`config.mk`:
```
export PLATFORM = sky130hd
export DESIGN_NAME = dcache
export DESIGN_NICKNAME = d
export VERILOG_FILES = /design/src/rtl/dcache.sv
export SDC_FILE = /design/constraint.sdc
export NUM_CORES = 1
export LEC_CHECK = 0
export CAP_MARGIN = 20
export CORE_MARGIN = 10
export CORE_UTILIZATION = 36
export CTS_BUF_LIST = sky130_fd_sc_hd__clkbuf_4 sky130_fd_sc_hd__clkbuf_8
export CTS_CLUSTER_DIAMETER = 120
export DETAILED_ROUTE_END_ITERATION = 8
export SLEW_MARGIN = 0
export SYNTH_ARGS = -nofsm -noshare
export SYNTH_HDL_FRONTEND = slang
export SYNTH_SLANG_ARGS = --single-unit
```
`constraint.sdc`:
```
create_clock -name clk -period 10.45 [get_ports clk]
set_clock_uncertainty 0.2 [all_clocks]
set_input_delay 1.5675 -clock clk [delete_from_list [all_inputs] [get_ports clk]]
set_output_delay 1.5675 -clock clk [all_outputs]
set_load 0.005 [all_outputs]
```
`src/rtl/dcache.sv`:
```
// Direct-mapped, write-back / write-allocate data cache with 16-byte lines.
// A miss on a dirty victim writes that line back before the new line is filled.
module dcache #(
  parameter int IDX_W = 2
) (
  input  logic         clk,
  input  logic         reset,
  input  logic         cpu_rd,
  input  logic         cpu_wr,
  input  logic         cpu_byte,
  input  logic [31:0]  cpu_addr,
  input  logic [31:0]  cpu_wdata,
  output logic [31:0]  cpu_rdata,
  output logic         dhit,
  output logic         mem_req,
  output logic         mem_we,
  output logic [31:0]  mem_addr,
  output logic [127:0] mem_wdata,
  input  logic [127:0] mem_rdata,
  input  logic         mem_ready
);
  localparam int LINES = 1 << IDX_W;
  localparam int TAG_W = 28 - IDX_W;

  typedef enum logic [1:0] {IDLE, WRBACK, FILL} state_t;

  state_t             state_q, state_d;
  logic [LINES-1:0]   valid_q, valid_d;
  logic [LINES-1:0]   dirty_q, dirty_d;
  logic [TAG_W-1:0]   tag_q  [LINES];
  logic [127:0]       data_q [LINES];
  logic [IDX_W-1:0]   miss_idx_q, miss_idx_d;
  logic [TAG_W-1:0]   miss_tag_q, miss_tag_d;

  logic [IDX_W-1:0]   idx;
  logic [TAG_W-1:0]   tag;
  logic [1:0]         wsel;
  logic               req, hit;
  logic               fill_en, store_en;

  assign idx  = cpu_addr[IDX_W+3:4];
  assign tag  = cpu_addr[31:IDX_W+4];
  assign wsel = cpu_addr[3:2];
  assign req  = cpu_rd | cpu_wr;
  assign hit  = (state_q == IDLE) & req & valid_q[idx] & (tag_q[idx] == tag);

  assign cpu_rdata = data_q[idx][{wsel, 5'b00000} +: 32];

  // Miss index/tag are latched so the transaction finishes even if the core drops its request.
  always_comb begin
    state_d    = state_q;
    valid_d    = valid_q;
    dirty_d    = dirty_q;
    miss_idx_d = miss_idx_q;
    miss_tag_d = miss_tag_q;
    dhit       = 1'b0;
    mem_req    = 1'b0;
    mem_we     = 1'b0;
    mem_addr   = '0;
    mem_wdata  = '0;
    fill_en    = 1'b0;
    store_en   = 1'b0;
    case (state_q)
      IDLE: begin
        dhit = ~req | hit;
        if (hit && cpu_wr) begin
          store_en     = 1'b1;
          dirty_d[idx] = 1'b1;
        end else if (req && !hit) begin
          miss_idx_d = idx;
          miss_tag_d = tag;
          state_d    = (valid_q[idx] && dirty_q[idx]) ? WRBACK : FILL;
        end
      end
      WRBACK: begin
        mem_req   = 1'b1;
        mem_we    = 1'b1;
        mem_addr  = {tag_q[miss_idx_q], miss_idx_q, 4'b0000};
        mem_wdata = data_q[miss_idx_q];
        if (mem_ready) state_d = FILL;
      end
      FILL: begin
        mem_req  = 1'b1;
        mem_addr = {miss_tag_q, miss_idx_q, 4'b0000};
        if (mem_ready) begin
          fill_en             = 1'b1;
          valid_d[miss_idx_q] = 1'b1;
          dirty_d[miss_idx_q] = 1'b0;
          state_d             = IDLE;
        end
      end
      default: state_d = IDLE;
    endcase
  end

  always_ff @(posedge clk or posedge reset) begin
    if (reset) begin
      state_q <= IDLE;
      valid_q <= '0;
      dirty_q <= '0;
    end else begin
      state_q <= state_d;
      valid_q <= valid_d;
      dirty_q <= dirty_d;
    end
  end

  // Tag and data arrays carry no reset; valid bits alone decide whether they mean anything.
  always_ff @(posedge clk) begin
    miss_idx_q <= miss_idx_d;
    miss_tag_q <= miss_tag_d;
    if (fill_en) begin
      data_q[miss_idx_q] <= mem_rdata;
      tag_q[miss_idx_q]  <= miss_tag_q;
    end else if (store_en) begin
      if (cpu_byte) data_q[idx][{cpu_addr[3:0], 3'b000} +: 8] <= cpu_wdata[7:0];
      else          data_q[idx][{wsel, 5'b00000} +: 32]      <= cpu_wdata;
    end
  end

endmodule

```
---- Word level (Yosys, flattened, before mapping) ----
Memory sizes are Yosys's and may differ from the RTL's. A register that Yosys moved wholly into a read port is not among the register bits.
Index checks and enable logic that the tools add are counted.
Widths: inputs -> output; s select.
storage, ports and cells
  memories ................................ 2
  flip-flop bits (word level) ............. 38
  RAM bits ................................ 616
operators by class
  shifts and indexed selects .............. 5
  $lt $le $gt $ge ......................... 4
  reductions and logical operators ........ 14
  bitwise gates (word level) .............. 139
  muxes and demuxes ....................... 169
  add/sub/neg operators ................... 2
  eq/ne operators ......................... 8
memories
  name    depth  width  read ports  clocked after memory_dff  wr ports  line  RTL
  data_q  4      128    2           1                         1         31    logic [127:0] data_q [LINES];
  tag_q   4      26     2           1                         1         30    logic [TAG_W-1:0] tag_q [LINES];
operators with widths
  kind                      count
  $mux 128                  5
  $mux 1                    147
  $or 1x1->1                130
  $reduce_or 128->1         1
  $shift 32x9->128 const A  1
  $shift 8x9->128 const A   1
  $shiftx 128x8->32         1
  $shiftx 32x9->128         1
  $shiftx 8x9->128          1
  $pmux 32 s2               1
  $eq 26x26->1              1
  $neg 7->9                 2
  $mux 2                    8
  $mux 4                    2
  $or 4x4->4                2
  $pmux 4 s2                1
  $lt 2x3->1 const B        2
  $ne 2x2->1 const B        3
  $pmux 2 s3                1
  $reduce_and 3->1          2
  $logic_and 1x1->1         5
  $and 4x4->4               1
  $bmux 1 s2                2
  $demux 1 s2               2
  other kinds (13)          18

---- Logic depth before layout (Yosys ltp) ----
  word-level depth ........................ 13
  depth in mapped cells ................... 16

---- Worst setup path after synthesis ----
OpenSTA, ideal clock, no wires.
  kind .................................... input-to-output
  start ................................... input cpu_addr[4]
  end ..................................... output cpu_rdata[0]
  stages .................................. 8
  arrival time ............................ 4.309 ns
  setup slack ............................. 4.374 ns
  required time ........................... 8.682 ns
  cell sequence ........................... buf_4 buf_6 clkbuf_1 clkbuf_1 buf_2 buf_1 mux4_2 mux4_2
on the way
  longest elaborated chain between the ends .. 2
ends and longest elaborated chain
  what                line  RTL
  start: declaration  11    input logic [31:0] cpu_addr,
  $mem_v2 4x128       --
  $shiftx 128x8->32   47    assign cpu_rdata = data_q[idx][{wsel, 5'b00000} +: 32];
  end: declaration    13    output logic [31:0] cpu_rdata,
Every way passes these cells.

---- Worst setup path in the final report ----
  start ................................... input cpu_addr[4]
  end ..................................... output cpu_rdata[29]
The elaborated chain is that of the path after synthesis.

==> impl_results.md <==
* P per Cell Area at 199 nW/um2
* DR iter-0 viols at 2791
* Status: finished, final reports clean
* Most frequent cells in the layout: edfxtp_1, clkdlybuf4s50_1, mux4_2, nand2_1, and2_1
* Final hold violations at 0
* Yosys top cell area share at 57.0%
* Multi-input logic area at 13500 um2
* Detailed placer's ending HPWL at 88200 um
* Post-CTS Resized at 0
* DRC violations left at 0
* Vias per cell at 5.90
* Fin Setup TNS at 0 ns
* Synthesized instance count at 2208
* Final Cycle Share at 70.1%
* Main synth FF type: edfxtp_1
* Initial antenna violation count at 33
* Synthesized area per cell at 15.4 um2
* Final Slew Violations at 0
* Ports at 393
* Bufs on Longest Clock Path at 3
* Pwr Total at 8.23 mW
* Post-cts hold buffer count at 0
* Setup violators final at 0
* VDD IR-drop max at 0.193 mV
* CP Data Arrival Time at 5.56 ns
* Post-synth EDFFs at 644
* Hold Startpoint: valid_q[0]$_DFFE_PP0P_
* IO buf count at 388
* Seq cells post-synth at 656
* Slowest cell delay on critical path at 0.75 ns
* CP Launch Type: primary input
* Wirelength per Cell at 31.0 um
* Unique masters post-synth at 63
* Clock power frac at 29.1%
* Most area-consuming cells after synthesis: edfxtp_1, mux4_2, and2_1, nand2_1, a31oi_1
* Global-route wire length before repair at 174000 um
* CP max-delay cell: buf_4
* Hold crit path type: flop to flop
* Fraction of registers with async set/reset at 1.52%
* Crit-path max FO at 68
* Critical path origin: cpu_addr[4]
* Die Ht at 327 um
* Post-CTS Setup Bufs at 0
* Grt ovf at 0
* Yosys warnings at 0
* Final Non-Filler Cells at 3926
* Minimum clock period at 7.32 ns
* Largest net degree at the start of global routing at 169
* DIE AREA at 107000 um2
* R2r startpoint: tag_q[3][24]$_DFFE_PP_
* Sinks on the clock net at 656
* Max-Cap Viols at 0
* Clk Tree Root Cell: clkbuf_8
* Dpl cells at 3707
* Internal at 5.68 mW
* Htree depth at 3
* Crit path cell chain: buf_8 > buf_4 > buf_16 > buf_4 > mux4_2 > mux4_2 > clkdlybuf4s50_1
* Final worst setup slack at 3.13 ns
* Comb pwr share at 29.6%
* Core Box Area at 93300 um2
* GRT Total Usage at 22.1%
* Drt pass-1 iters at 6
* Vias at 23147
* Fmax at 137 MHz
* RSZ-0062 raised after global routing: no
* Most common cell after layout, fill and taps aside: edfxtp_1
* CP endpoint kind: output port
* Worst setup path class: primary input to output port
* Total CTS buffers at 111
* Fillers at 8395
* Initial core utilization at 36.3%
* Post-synth top area cell: edfxtp_1
* Reg area at 19600 um2
* LEAKAGE at 13.3 nW
* Post-Route WL at 122000 um
* Clock-pin slew on the worst setup and hold paths at 0.06 ns
* Sw power at 2.54 mW
* FP Rows at 112
* Gpl congestion at 0.891
* CTS tree: built
* Sequential power share at 41.4%
* Required time of the worst setup path at 8.68 ns
* Slew margin rel. at 20.2%
* Dpl ws at 2.79 ns
* Seq/Total Area, Yosys at 57.9%
* Vias in the first global route at 23478
* Slew @ Worst Pin at 1.20 ns
* Clock insertion delay at the later pin of the skew report at 0.73 ns
* Chip width at 327 um
* Post-route ant nets at 0
* NumNets Final at 2780
* Layout overhead on the synthesized area at 21.9%
* Syn Std Cell Area at 33900 um2
* Share of cells above drive strength 1 at 21.6%
* Switching share of power at 30.9%
flip-flops by register name, indices dropped and copies added, names as in the netlist, named ones only:
| name | flops |
|---|---|
| miss_tag_q | 26 |
| tag_q | 104 |
| miss_idx_q | 2 |
| dirty_q | 4 |
| state_q | 2 |
| valid_q | 4 |
| data_q | 512 |
cells by family after synthesis:
group	count (synthesis)	share of synthesized area (%)
compound gates	321	5.72
xor+xnor	32	0.827
fa+ha+maj	11	0.406
buf+inv	200	2.59
flops	656	57.9
mux	387	23.5
other cells	1	0.0111
simple gates	600	9.04
layer usage:
layer	vias up	GRT usage (%)	wire [um]
li1	9590	-	-
met1	11954	30.0	48900
met2	1329	33.7	55400
met3	228	7.10	13700
met4	46	6.38	3250
met5	-	0	319
final cells by class:
type / instances / share of cell area [%]
Tap cell: 1254 / 3.80
Sequential cell: 656 / 47.5
Inverter: 23 / 0.209
Clock inverter: 64 / 1.29
Antenna cell: 10 / 0.0605
Clock buffer: 140 / 4.24
Timing Repair Buffer: 424 / 10.3
Multi-Input combinational cell: 1355 / 32.6
final timing paths:
path / end / slack (ns) / cells past startpoint
setup / recovery: cpu_rdata[29] / 3.13 / 7
hold / removal: valid_q[0]$_DFFE_PP0P_ / 0.31 / 1
setup reg to reg: data_q[0][67]$_DFFE_PP_ / 5.25 / 11
hold reg to reg: valid_q[0]$_DFFE_PP0P_ / 0.31 / 1
max in group asynchronous: dirty_q[0]$_DFFE_PP0P_ / 8.68 / 2
min in group asynchronous: dirty_q[1]$_DFFE_PP0P_ / 1.07 / 2
worst max-delay path: cells and delay by family:
kind,cells,cell delay (ns)
buffers and inverters,5,2.49
multiplexers,2,1.18
synthesized netlist by cell type, drive strengths merged (11+ instances only):
cell type	n
nor2	87
a22oi	27
buf	72
edfxtp	644
mux2	13
xnor2	28
a211oi	18
and3	12
ha	11
clkbuf	105
nor2b	38
nor3b	21
o21ai	144
nand2	205
nor3	25
inv	22
mux2i	48
a31oi	80
a21oi	16
and2	168
mux4	326
per-stage QoR:
step,util (%),hold WS [ns],area [um2]
final,44.3,0.307,41300
after global routing,44.3,0.323,41300
after floorplan,-,0.250,33900
after CTS,44.1,0.304,41200
after detailed placement,41.7,0.280,38900
after global placement,41.7,0.288,38900
power groups by stage:
stage / Combinational (mW) / Clock [mW] / Sequential [mW]
after floorplan: 1.41 / 0 / 3.35
after global placement: 2.40 / 0 / 3.48
after detailed placement: 2.40 / 0 / 3.50
after CTS: 2.41 / 2.43 / 3.44
after global routing: 2.58 / 2.55 / 3.43
final: 2.43 / 2.39 / 3.40
Power figures use the tool's default switching activity.
